### src/rtl/tick_frame_ctrl.sv
// tick_frame_ctrl: hunts for a sync byte, assembles 7-byte tick frames, verifies the XOR checksum,
// and presents one decoded tick per good frame, with saturating good/error counters.
module tick_frame_ctrl #(
  parameter logic [7:0] SYNC_BYTE   = 8'hA5,
  parameter int         TIMEOUT_CYC = 1024
) (
  input  logic        clk,
  input  logic        rst,
  input  logic [7:0]  in_data,
  input  logic        in_val,
  output logic        in_rdy,
  input  logic        frame_abort,
  output logic [1:0]  tick_type,
  output logic [15:0] tick_price,
  output logic [15:0] tick_qty,
  output logic        tick_val,
  input  logic        tick_rdy,
  output logic [7:0]  frm_cnt,
  output logic [7:0]  err_cnt
);
  localparam int TW = $clog2(TIMEOUT_CYC);
  localparam logic [TW-1:0] IDLE_MAX = TW'(TIMEOUT_CYC - 1);
  typedef enum logic [2:0] {S_HUNT, S_OPC, S_PH, S_PL, S_QH, S_QL, S_CHK, S_OUT} state_t;
  state_t        state_q, state_d;
  logic [TW-1:0] idle_q, idle_d;
  logic [1:0]    typ_q, typ_d;
  logic [15:0]   prc_q, prc_d, qty_q, qty_d;
  logic [7:0]    xacc_q, xacc_d;
  logic [1:0]    tick_type_q, tick_type_d;
  logic [15:0]   tick_price_q, tick_price_d, tick_qty_q, tick_qty_d;
  logic          tick_val_q, tick_val_d;
  logic [7:0]    frm_q, frm_d, err_q, err_d;
  logic          accept, in_frame, kill, bump_err, bump_frm;
  assign in_rdy     = state_q != S_OUT;
  assign accept     = in_val && in_rdy;
  assign in_frame   = state_q != S_HUNT && state_q != S_OUT;
  // abort wins over a same-cycle byte; timeout only fires on a cycle with no byte
  assign kill       = in_frame && (frame_abort || (!accept && idle_q == IDLE_MAX));
  assign tick_type  = tick_type_q;
  assign tick_price = tick_price_q;
  assign tick_qty   = tick_qty_q;
  assign tick_val   = tick_val_q;
  assign frm_cnt    = frm_q;
  assign err_cnt    = err_q;
  always_comb begin
    state_d      = state_q;
    typ_d        = typ_q;
    prc_d        = prc_q;
    qty_d        = qty_q;
    xacc_d       = xacc_q;
    tick_type_d  = tick_type_q;
    tick_price_d = tick_price_q;
    tick_qty_d   = tick_qty_q;
    tick_val_d   = tick_val_q;
    bump_err     = 1'b0;
    bump_frm     = 1'b0;
    idle_d       = (in_frame && !accept && !kill) ? idle_q + 1'b1 : '0;
    if (kill) begin
      state_d  = S_HUNT;
      bump_err = 1'b1;
    end else begin
      case (state_q)
        S_HUNT: if (accept && in_data == SYNC_BYTE) state_d = S_OPC;
        S_OPC: if (accept) begin
          if (in_data[5:0] != '0) begin
            bump_err = 1'b1;
            state_d  = S_HUNT;
          end else begin
            typ_d   = in_data[7:6];
            xacc_d  = in_data;
            state_d = S_PH;
          end
        end
        S_PH: if (accept) begin
          prc_d[15:8] = in_data;
          xacc_d      = xacc_q ^ in_data;
          state_d     = S_PL;
        end
        S_PL: if (accept) begin
          prc_d[7:0] = in_data;
          xacc_d     = xacc_q ^ in_data;
          state_d    = S_QH;
        end
        S_QH: if (accept) begin
          qty_d[15:8] = in_data;
          xacc_d      = xacc_q ^ in_data;
          state_d     = S_QL;
        end
        S_QL: if (accept) begin
          qty_d[7:0] = in_data;
          xacc_d     = xacc_q ^ in_data;
          state_d    = S_CHK;
        end
        S_CHK: if (accept) begin
          if (in_data == xacc_q) begin
            tick_type_d  = typ_q;
            tick_price_d = prc_q;
            tick_qty_d   = qty_q;
            tick_val_d   = 1'b1;
            bump_frm     = 1'b1;
            state_d      = S_OUT;
          end else begin
            bump_err = 1'b1;
            state_d  = S_HUNT;
          end
        end
        S_OUT: if (tick_rdy) begin
          tick_val_d = 1'b0;
          state_d    = S_HUNT;
        end
        default: state_d = S_HUNT;
      endcase
    end
    frm_d = (bump_frm && frm_q != 8'hFF) ? frm_q + 8'd1 : frm_q;
    err_d = (bump_err && err_q != 8'hFF) ? err_q + 8'd1 : err_q;
  end
  always_ff @(posedge clk or posedge rst) begin
    if (rst) begin
      state_q      <= S_HUNT;
      idle_q       <= '0;
      typ_q        <= '0;
      prc_q        <= '0;
      qty_q        <= '0;
      xacc_q       <= '0;
      tick_type_q  <= '0;
      tick_price_q <= '0;
      tick_qty_q   <= '0;
      tick_val_q   <= 1'b0;
      frm_q        <= '0;
      err_q        <= '0;
    end else begin
      state_q      <= state_d;
      idle_q       <= idle_d;
      typ_q        <= typ_d;
      prc_q        <= prc_d;
      qty_q        <= qty_d;
      xacc_q       <= xacc_d;
      tick_type_q  <= tick_type_d;
      tick_price_q <= tick_price_d;
      tick_qty_q   <= tick_qty_d;
      tick_val_q   <= tick_val_d;
      frm_q        <= frm_d;
      err_q        <= err_d;
    end
  end
endmodule

### config.mk
export PLATFORM = sky130hd
export DESIGN_NAME = tick_frame_ctrl
export DESIGN_NICKNAME = d
export VERILOG_FILES = /design/src/rtl/tick_frame_ctrl.sv
export SDC_FILE = /design/constraint.sdc
export NUM_CORES = 1
export LEC_CHECK = 0
export CORE_ASPECT_RATIO = 1.75
export CORE_UTILIZATION = 55
export CTS_BUF_LIST = sky130_fd_sc_hd__clkbuf_4 sky130_fd_sc_hd__clkbuf_8
export DETAILED_ROUTE_END_ITERATION = 16
export PLACE_DENSITY = 0.86
export SLEW_MARGIN = 30
export SYNTH_ARGS = -nofsm -noshare
export SYNTH_HDL_FRONTEND = slang
export SYNTH_SLANG_ARGS = --single-unit
### constraint.sdc
create_clock -name clk -period 4.3 [get_ports clk]
set_input_delay 1.075 -clock clk [delete_from_list [all_inputs] [get_ports clk]]
set_output_delay 1.075 -clock clk [all_outputs]
set_load 0.005 [all_outputs]
# [Word-level counts from Yosys, hierarchy flattened]
# Cells that the tools add are included.
[word_totals] elab_cells=105 in_bits=13 regBits=106 out_inout_bits=52
[op_classes] n_eq_ne=27 addsub=3 bitwise_logic=3 mux=31 reduce_logical=27
[ops] op="two-way mux 3 bit" count=10
[ops] op="!= test 3 bit (second input constant)" count=9
[ops] op="two-way mux 8 bit" count=3
[ops] op="one-hot mux 3 bit (8 select lines)" count=1
[ops] op="adder 8 x 1 -> 8 bit (second input constant)" count=2
[ops] op="!= test 8 bit (second input constant)" count=2
[ops] op="one-hot mux 8 bit (2 select lines)" count=1
[ops] op="== test 3 bit (second input constant)" count=4
[ops] op="two-way mux 1 bit" count=12
[ops] op="AND reduction 3 bit" count=4
[ops] op="adder 10 x 1 -> 10 bit (second input constant)" count=1
[ops] op="== test 10 bit (second input constant)" count=1
[ops] op="two-way mux 10 bit" count=1
[ops] op="!= test 2 bit (second input constant)" count=5
[ops] op="AND reduction 5 bit" count=2
[ops] op="logical AND 1 bit" count=9
[ops] op="== test 8 bit" count=1
[ops] op="== test 8 bit (second input constant)" count=1
[ops] op="AND reduction 4 bit" count=2
[ops] op="AND reduction 8 bit" count=1
[ops] op="XOR 8 bit" count=1
[ops] op="== test 3 x 2 -> 1 bit (second input constant)" count=2
[ops] op="nonzero test 6 bit" count=1
[ops] op="one-hot mux 1 bit (2 select lines)" count=2
[ops] op="10 further kinds" count=13

# [Logic depth before layout (Yosys ltp)]
# Gate-level depths: netlist of run 1.
[depth] depth_word=9 ltp_mapped=9 mapped_depth_nobuf=7

# [Least setup slack after synthesis of run 1]
# OpenSTA, ideal clock, no wires.
[synth_timing] path_type="input to register" start="in in_data[3]" end="reg err_q[1], in the netlist err_cnt[1]" t_arrival_ps=2669 path_stages=8 setup_time_ps=125 path_slack_ps=1506 required_ps=4175 n_path_buf=2 path_cell_list="buf_4 > or3_4 > nor4_4 > o22ai_1 > a31o_1 > buf_6 > and2_4 > mux2_4"
[synth_between] elab_chain_len=6 elab_cells_between_ends=9 classes_between="eq/ne: 1; mux: 6; reduce/logical: 2"
[synth_lines] element="start, declared" line="9" text="input logic [7:0] in_data,"
[synth_lines] element="== test 8 bit or nonzero test 6 bit (tied branches)" line="95, 65"
[synth_lines] element="two-way mux 1 bit (on tied branches)" line="95, 65"
[synth_lines] element="two-way mux 1 bit (on tied branches)" line="94, 64"
[synth_lines] element="one-hot mux 1 bit (2 select lines) *" line="62" text="case (state_q)"
[synth_lines] element="two-way mux 1 bit *" line="58" text="if (kill) begin"
[synth_lines] element="logical AND 1 bit *" line="115" text="err_d = (bump_err && err_q != 8'hFF) ? err_q + 8'd1 : err_q;"
[synth_lines] element="end signal, assigned" line="143" text="err_q <= err_d;"
[synth_lines] element="end, declared" line="32" text="logic [7:0] frm_q, frm_d, err_q, err_d;"
# Every way passes the cells marked *; elsewhere a longest branch is shown, timed or not.
# A chain may end at the register's enable or synchronous reset.

# [Final worst setup path of run 1]
[layout_timing] start="in in_data[4]" end="reg xacc_q[6]"
[layout_between] elab_chain_len=3
[layout_lines] element="nonzero test 6 bit" line="65" text="if (in_data[5:0] != '0) begin"
[layout_lines] element="!= test 2 bit (no line)"
[layout_lines] element="AND reduction 5 bit (no line)"
[layout_lines] element="end signal, assigned" line="124" text="xacc_q <= '0;"
[layout_lines] element="end signal, assigned" line="137" text="xacc_q <= xacc_d;"
[layout_lines] element="end, declared" line="28" text="logic [7:0] xacc_q, xacc_d;"
# Every way passes these cells.

==> results of run 1 <==
[layout make-up]
| class | count | area, µm² |
|---|---|---|
| Timing Repair Buffer | 73 | 721 |
| Inverter | 4 | 17.5 |
| Sequential cell | 106 | 2650 |
| Fill cell | 632 | 2830 |
| Clock buffer | 9 | 124 |
| Clock inverter | 7 | 76.3 |
| Multi-Input combinational cell | 251 | 2040 |
| Tap cell | 117 | 146 |
[worst paths after layout]
path,startpoint,cells after the start,end
min reg2reg,idle_q[0],1,idle_q[0]
max reg2reg,state_q[1],6,tick_qty[4]
min,idle_q[0],1,idle_q[0]
max in group asynchronous,rst,3,xacc_q[7]
min in group asynchronous,rst,2,qty_q[4]
max,in_data[4],7,xacc_q[6]
[per-layer routing]
layer	wire [µm]	part of all wire, %
met3	314	3.2
met4	303	3.1
met1	3910	40
met5	0	0
met2	5220	54
[registers in the layout, indices dropped and copies added, names as in the netlist]
register,flops
xacc_q,8
idle_q,10
typ_q,2
qty_q,16
state_q,3
tick_val,1
err_cnt,8
frm_cnt,8
tick_type,2
tick_price,16
tick_qty,16
prc_q,16
[through the flow]
step / cell area (µm²) / hold slack, ns
final: 5780 / 0.502
after global routing: 5780 / 0.521
after CTS: 5770 / 0.505
after global placement: 5570 / 0.468
after detailed placement: 5570 / 0.485
after floorplan: 4860 / 0.454
[cell usage in the layout (no fill, tap or decap), drive strengths merged, types with 4 or more instances in the layout]
cell type / instances
dfrtp: 106
mux2: 70
clkdlybuf4s50: 64
nand3: 24
a21oi: 22
nor2: 20
xor2: 17
o21ai: 14
nand2: 13
xnor2: 11
nor3: 10
clkbuf: 9
buf: 9
inv: 6
and3: 5
a211oi: 4
nand4: 4
[power groups by stage]
| stage | clock [W] | sequential (W) | combinational (W) |
|---|---|---|---|
| global route | 0.000655 | 0.00140 | 0.000713 |
| floorplan | 0 | 0.00131 | 0.000540 |
| global placement | 0 | 0.00137 | 0.000602 |
| finish | 0.000610 | 0.00137 | 0.000642 |
| CTS | 0.000623 | 0.00137 | 0.000644 |
| detailed placement | 0 | 0.00139 | 0.000638 |
[kinds of logic (layout without fill, tap and decap cells)]
| kind of cell | count (synthesis) | in the layout |
|---|---|---|
| DFF | 106 | 106 |
| and+or+nand+nor | 96 | 96 |
| muxes | 70 | 70 |
| AOI/OAI and AO/OA | 54 | 54 |
| xor gates and xnor gates | 28 | 28 |
| buffers and inverters | 26 | 93 |
| adders and majority gates | 3 | 3 |
[worst max-delay path, delay by kind of cell]
kind	cells	cell delay (ns)
buffers and inverters	1	0.61
AO/OA/AOI/OAI	2	0.36
AND/OR/NAND/NOR	4	1.44
==> impl_metrics.ini, run 1 <==
[clock_tree]
cts-buffers-inserted = 9
insertion_delay_ns = 0.37
cts.sinks = 106
clockBufferDepth = 2
htree_num_levels = 3
clkTransAtPathRegs_ns = 0.10
ctsHoldBuffers = 0
cts-resized-gates = 0
cts_setup_buffers = 0
tritoncts = done
cts-root-buf = clkbuf_8

[global_route]
grt_pass1_wl_um = 16200
busiest_layer = met2
grt_pass1_vias = 3265
grt-ovfl-total = 0
use_met2_pct = 38.7
grt_start_max_net_pins = 64
antenna_found_initial = 0
use_met3_pct = 3.49
grt_use_total_pct = 23.0
grtUsageMet1_pct = 28.4

[yosys]
synth_cells = 383
synth_top_area_cell = dfrtp_1
synth_edf_count = 0
synth_xor_xnor_area_share_pct = 5.05
yosys_warnings = 0
muxShareOfSynthArea_pct = 17.8
ys_top_cells_by_count = dfrtp_1, mux2_2, nand3_1
synth.distinct_cells = 52
synth_top_family_by_area = multiplexers
synth_fa_ha_area_share_pct = 0.772
synthSimpleGateAreaFrac_pct = 11.3
synth_nets = 399
yosysSeqAreaShare_pct = 54.6
yosysTopAreaCellShare_pct = 54.6
yosysMostFrequentCell = dfrtp_1
synth_compound_area_share_pct = 6.95
synth.ff_latch_count = 106
async_flop_share_pct = 100
synth_area_leaders = dfrtp_1, mux2_2, mux2_4, xor2_1, nand3_1
synth_area_per_cell_um2 = 12.7
synth_ff_type = dfrtp_1
netlist_area_um2 = 4860

[timing]
hold_viol = 0
setup_viol = 0
skew_ns = 0.0105
worst-slew-pin-transition_ns = 0.776
period_minus_slack_ns = 3.22
relSlewSlack_pct = 48.3
fmaxAchievable_ghz = 0.310
tns_ns = 0
fin_ws_ns = 1.08
slew_violations = 0
grt_setup_unrepaired = false
fin_crit_sh_pct = 75.0

[place]
pre_cts_slack_ns = 0.739
place_inst = 551
port_buffers = 64
hpwl_um = 6910
gp_congestion = 0.870

[detailed_routing]
wl_per_cell_um = 17.2
vias_per_cell = 5.71
drc_errors = 0
num_vias = 3235
ant_nets = 0
wl_um = 9750
drt_iter0_drc = 261
dr.pass1.iters = 4

[hold_path]
hp-class = reg -> reg

[layout]
final_layout_size_suffix_gt1_share_pct = 24.9
finalNetCount = 461
final_cell_count_no_fill = 567
area_growth_pct = 18.9
post-route-util_pct = 67.1
antennaDiodeCount = 0

[power]
power_density_nw_per_um2 = 454
p_int_w = 0.00179
totalPowerFinal_w = 0.00262
seqPwrFrac_pct = 52.3
power.share.clock_pct = 23.2
p_comb_share_pct = 24.5
p_sw_share_pct = 31.8
leakage_nw = 2.62
peakVddDrop_uv = 354
p_sw_w = 0.000834

[critical_path]
crit_required_ns = 4.56
crit_type = in -> reg
worst_path_max_delay_cell = clkdlybuf4s50_1
critPathMaxStageDelay_ns = 0.61
crit_path_max_fanout = 16
r2r_slack_ns = 1.78
critPathCaptureType = flop
worstPathArrival_ns = 3.48
crit_chain = clkdlybuf4s50_1 > or3_4 > nor4_4 > a211oi_1 > nor3b_4 > nand4_1 > o221a_2
worst_setup_path_start_kind = input port

[run]
drv_cap = 0

[floorplanning]
die_area_um2 = 9230
core_area_um2 = 8610
ios = 65
rows = 45
initial_core_util_pct = 56.4
die_w_um = 73.1
die_h_um = 126

[run_status]
outcome = finished, final reports clean
(Power assumes the default switching activity.)
==> inputs of run 2 (changes only) <==
--- a/config.mk
+++ b/config.mk
@@ -6,10 +6,10 @@
 export NUM_CORES = 1
 export LEC_CHECK = 0
 export CORE_ASPECT_RATIO = 1.75
-export CORE_UTILIZATION = 55
+export CORE_UTILIZATION = 51
 export CTS_BUF_LIST = sky130_fd_sc_hd__clkbuf_4 sky130_fd_sc_hd__clkbuf_8
 export DETAILED_ROUTE_END_ITERATION = 16
-export PLACE_DENSITY = 0.86
+export PLACE_DENSITY = 0.84
 export SLEW_MARGIN = 30
 export SYNTH_ARGS = -nofsm -noshare
 export SYNTH_HDL_FRONTEND = slang
==> constraint.sdc (replaced) <==
create_clock -name clk -period 2.65 [get_ports clk]
set_input_delay 0.6625 -clock clk [delete_from_list [all_inputs] [get_ports clk]]
set_output_delay 0.6625 -clock clk [all_outputs]
set_load 0.005 [all_outputs]
==> run 2 against run 1 <==
Setup slack got worse by 0.95 ns. Global-route usage up 0.96 points. Combinational power increased by 87%. Utilization is 0.61 points lower. Sequential power is 61% higher. Sequential share of layout area fell by 2.3 points. Count of clock-buffer cells in the layout unchanged. Non-clock buffer count rose by 31. Largest cell class unchanged. Worst hold slack worse by 0.0018 ns. Clock power up 67%. Via count increased by 2.7%. Critical path type is now reg -> out. Flip-flop and latch count unchanged.
==> impl_metrics.ini, run 2 (synthesis gave the netlist of run 1 again) <==
[place]
hpwl_um = 7710
pre_cts_slack_ns = -0.196
port_buffers = 64
gp_congestion = 0.908

[clock_tree]
htree_num_levels = 3
cts-buffers-inserted = 9
cts-resized-gates = 0
tritoncts = done
insertion_delay_ns = 0.38
cts_setup_buffers = 0
cts.sinks = 106
cts-root-buf = clkbuf_8
clockBufferDepth = 2
clkTransAtPathRegs_ns = 0.10
ctsHoldBuffers = 0

[critical_path]
worst_setup_path_start_kind = flop
crit_type = reg -> out
crit_path_max_fanout = 14
critPathCaptureType = output port
crit_required_ns = 1.99
worstPathArrival_ns = 1.86

[global_route]
grt_start_max_net_pins = 52
grt_pass1_vias = 3525
grt_pass1_wl_um = 18000
grt_use_total_pct = 24.0
antenna_found_initial = 0
grt-ovfl-total = 0

[detailed_routing]
drc_errors = 0
wl_met1_um = 4070
met3_length_um = 299
num_vias = 3322
ant_nets = 0
wl_met2_um = 5760
dr.pass1.iters = 4
wl_per_cell_um = 17.4
wl_um = 10500
topRoutingLayerUsed = met4
drt_iter0_drc = 192
vias_per_cell = 5.53

[floorplanning]
die_h_um = 131
die_w_um = 75.8
initial_core_util_pct = 53.1
die_area_um2 = 9940
core_area_um2 = 9150
rows = 46
ios = 65

[timing]
fin_crit_sh_pct = 95.1
hold_viol = 0
slew_violations = 0
fin_ws_ns = 0.130
grt_setup_unrepaired = false
skew_ns = 0.0128
worst-slew-pin-transition_ns = 0.608
fmaxAchievable_ghz = 0.397
setup_viol = 0
relSlewSlack_pct = 59.4
period_minus_slack_ns = 2.52

[power]
power_density_nw_per_um2 = 728
peakVddDrop_uv = 402
leakage_nw = 2.79
totalPowerFinal_w = 0.00443

[layout]
fill_cells = 643
final_layout_size_suffix_gt1_share_pct = 30.1
layout_commonest_cell = dfrtp_1
mostFrequentLayoutCells = dfrtp_1, clkdlybuf4s50_1, mux2_2
area_growth_pct = 25.2
antennaDiodeCount = 0
finalNetCount = 492

[run_status]
outcome = finished, final reports clean

[run]
drv_cap = 0

[hold_path]
hp-class = reg -> reg
## run 2: final cells by class
type / instances / area, µm² / share of cell area [%]
sequential: 106 / 2650 / 43.6
multi-input combinational: 251 / 2040 / 33.6
timing repair buffer: 104 / 1020 / 16.7
tap: 120 / 150 / 2.47
clock buffer: 9 / 124 / 2.04
clock inverter: 7 / 78.8 / 1.30
inverter: 4 / 18.8 / 0.308
## run 2: critical path, stage by stage (launching register included)
cell             delay [ns]
dfrtp_1                0.62
and3_1                 0.32
inv_1                  0.09
clkdlybuf4s50_1        0.45
## run 2: through the flow
stage | utilization (%) | instances | cell area [µm²] | TNS (ns) | hold slack, ns
floorplan | - | 383 | 4860 | 0 | 0.454
global placement | 64.2 | 585 | 5870 | -3.91 | 0.464
detailed placement | 64.2 | 585 | 5870 | -7.78 | 0.480
CTS | 66.4 | 601 | 6080 | 0 | 0.508
global route | 66.5 | 601 | 6080 | 0 | 0.512
finish | 66.5 | 601 | 6080 | 0 | 0.500
## run 2: final timing paths
path	from	to	slack (ns)	cells after the start
worst min register to register	idle_q[0]	idle_q[0]	0.50	1
worst max-delay path	state_q[0]	in_rdy	0.13	3
min in group asynchronous	rst	tick_price[4]	0.69	2
worst min-delay path	idle_q[0]	idle_q[0]	0.50	1
worst max register to register	state_q[2]	tick_price[0]	0.46	6
max in group asynchronous	rst	state_q[2]	1.31	3
## run 2: metal layers
layer	vias up	track usage, %
met4	0	10.1
met3	23	4.52
met2	72	40.6
li1	1544	-
met5	-	0
met1	1683	28.8
## run 2: report_power, final
group / total, W / internal, W / switching (W)
Combinational: 0.00120 / 0.000634 / 0.000570
Clock: 0.00102 / 0.000445 / 0.000571
Sequential: 0.00221 / 0.00193 / 0.000277
Total: 0.00443 / 0.00301 / 0.00142
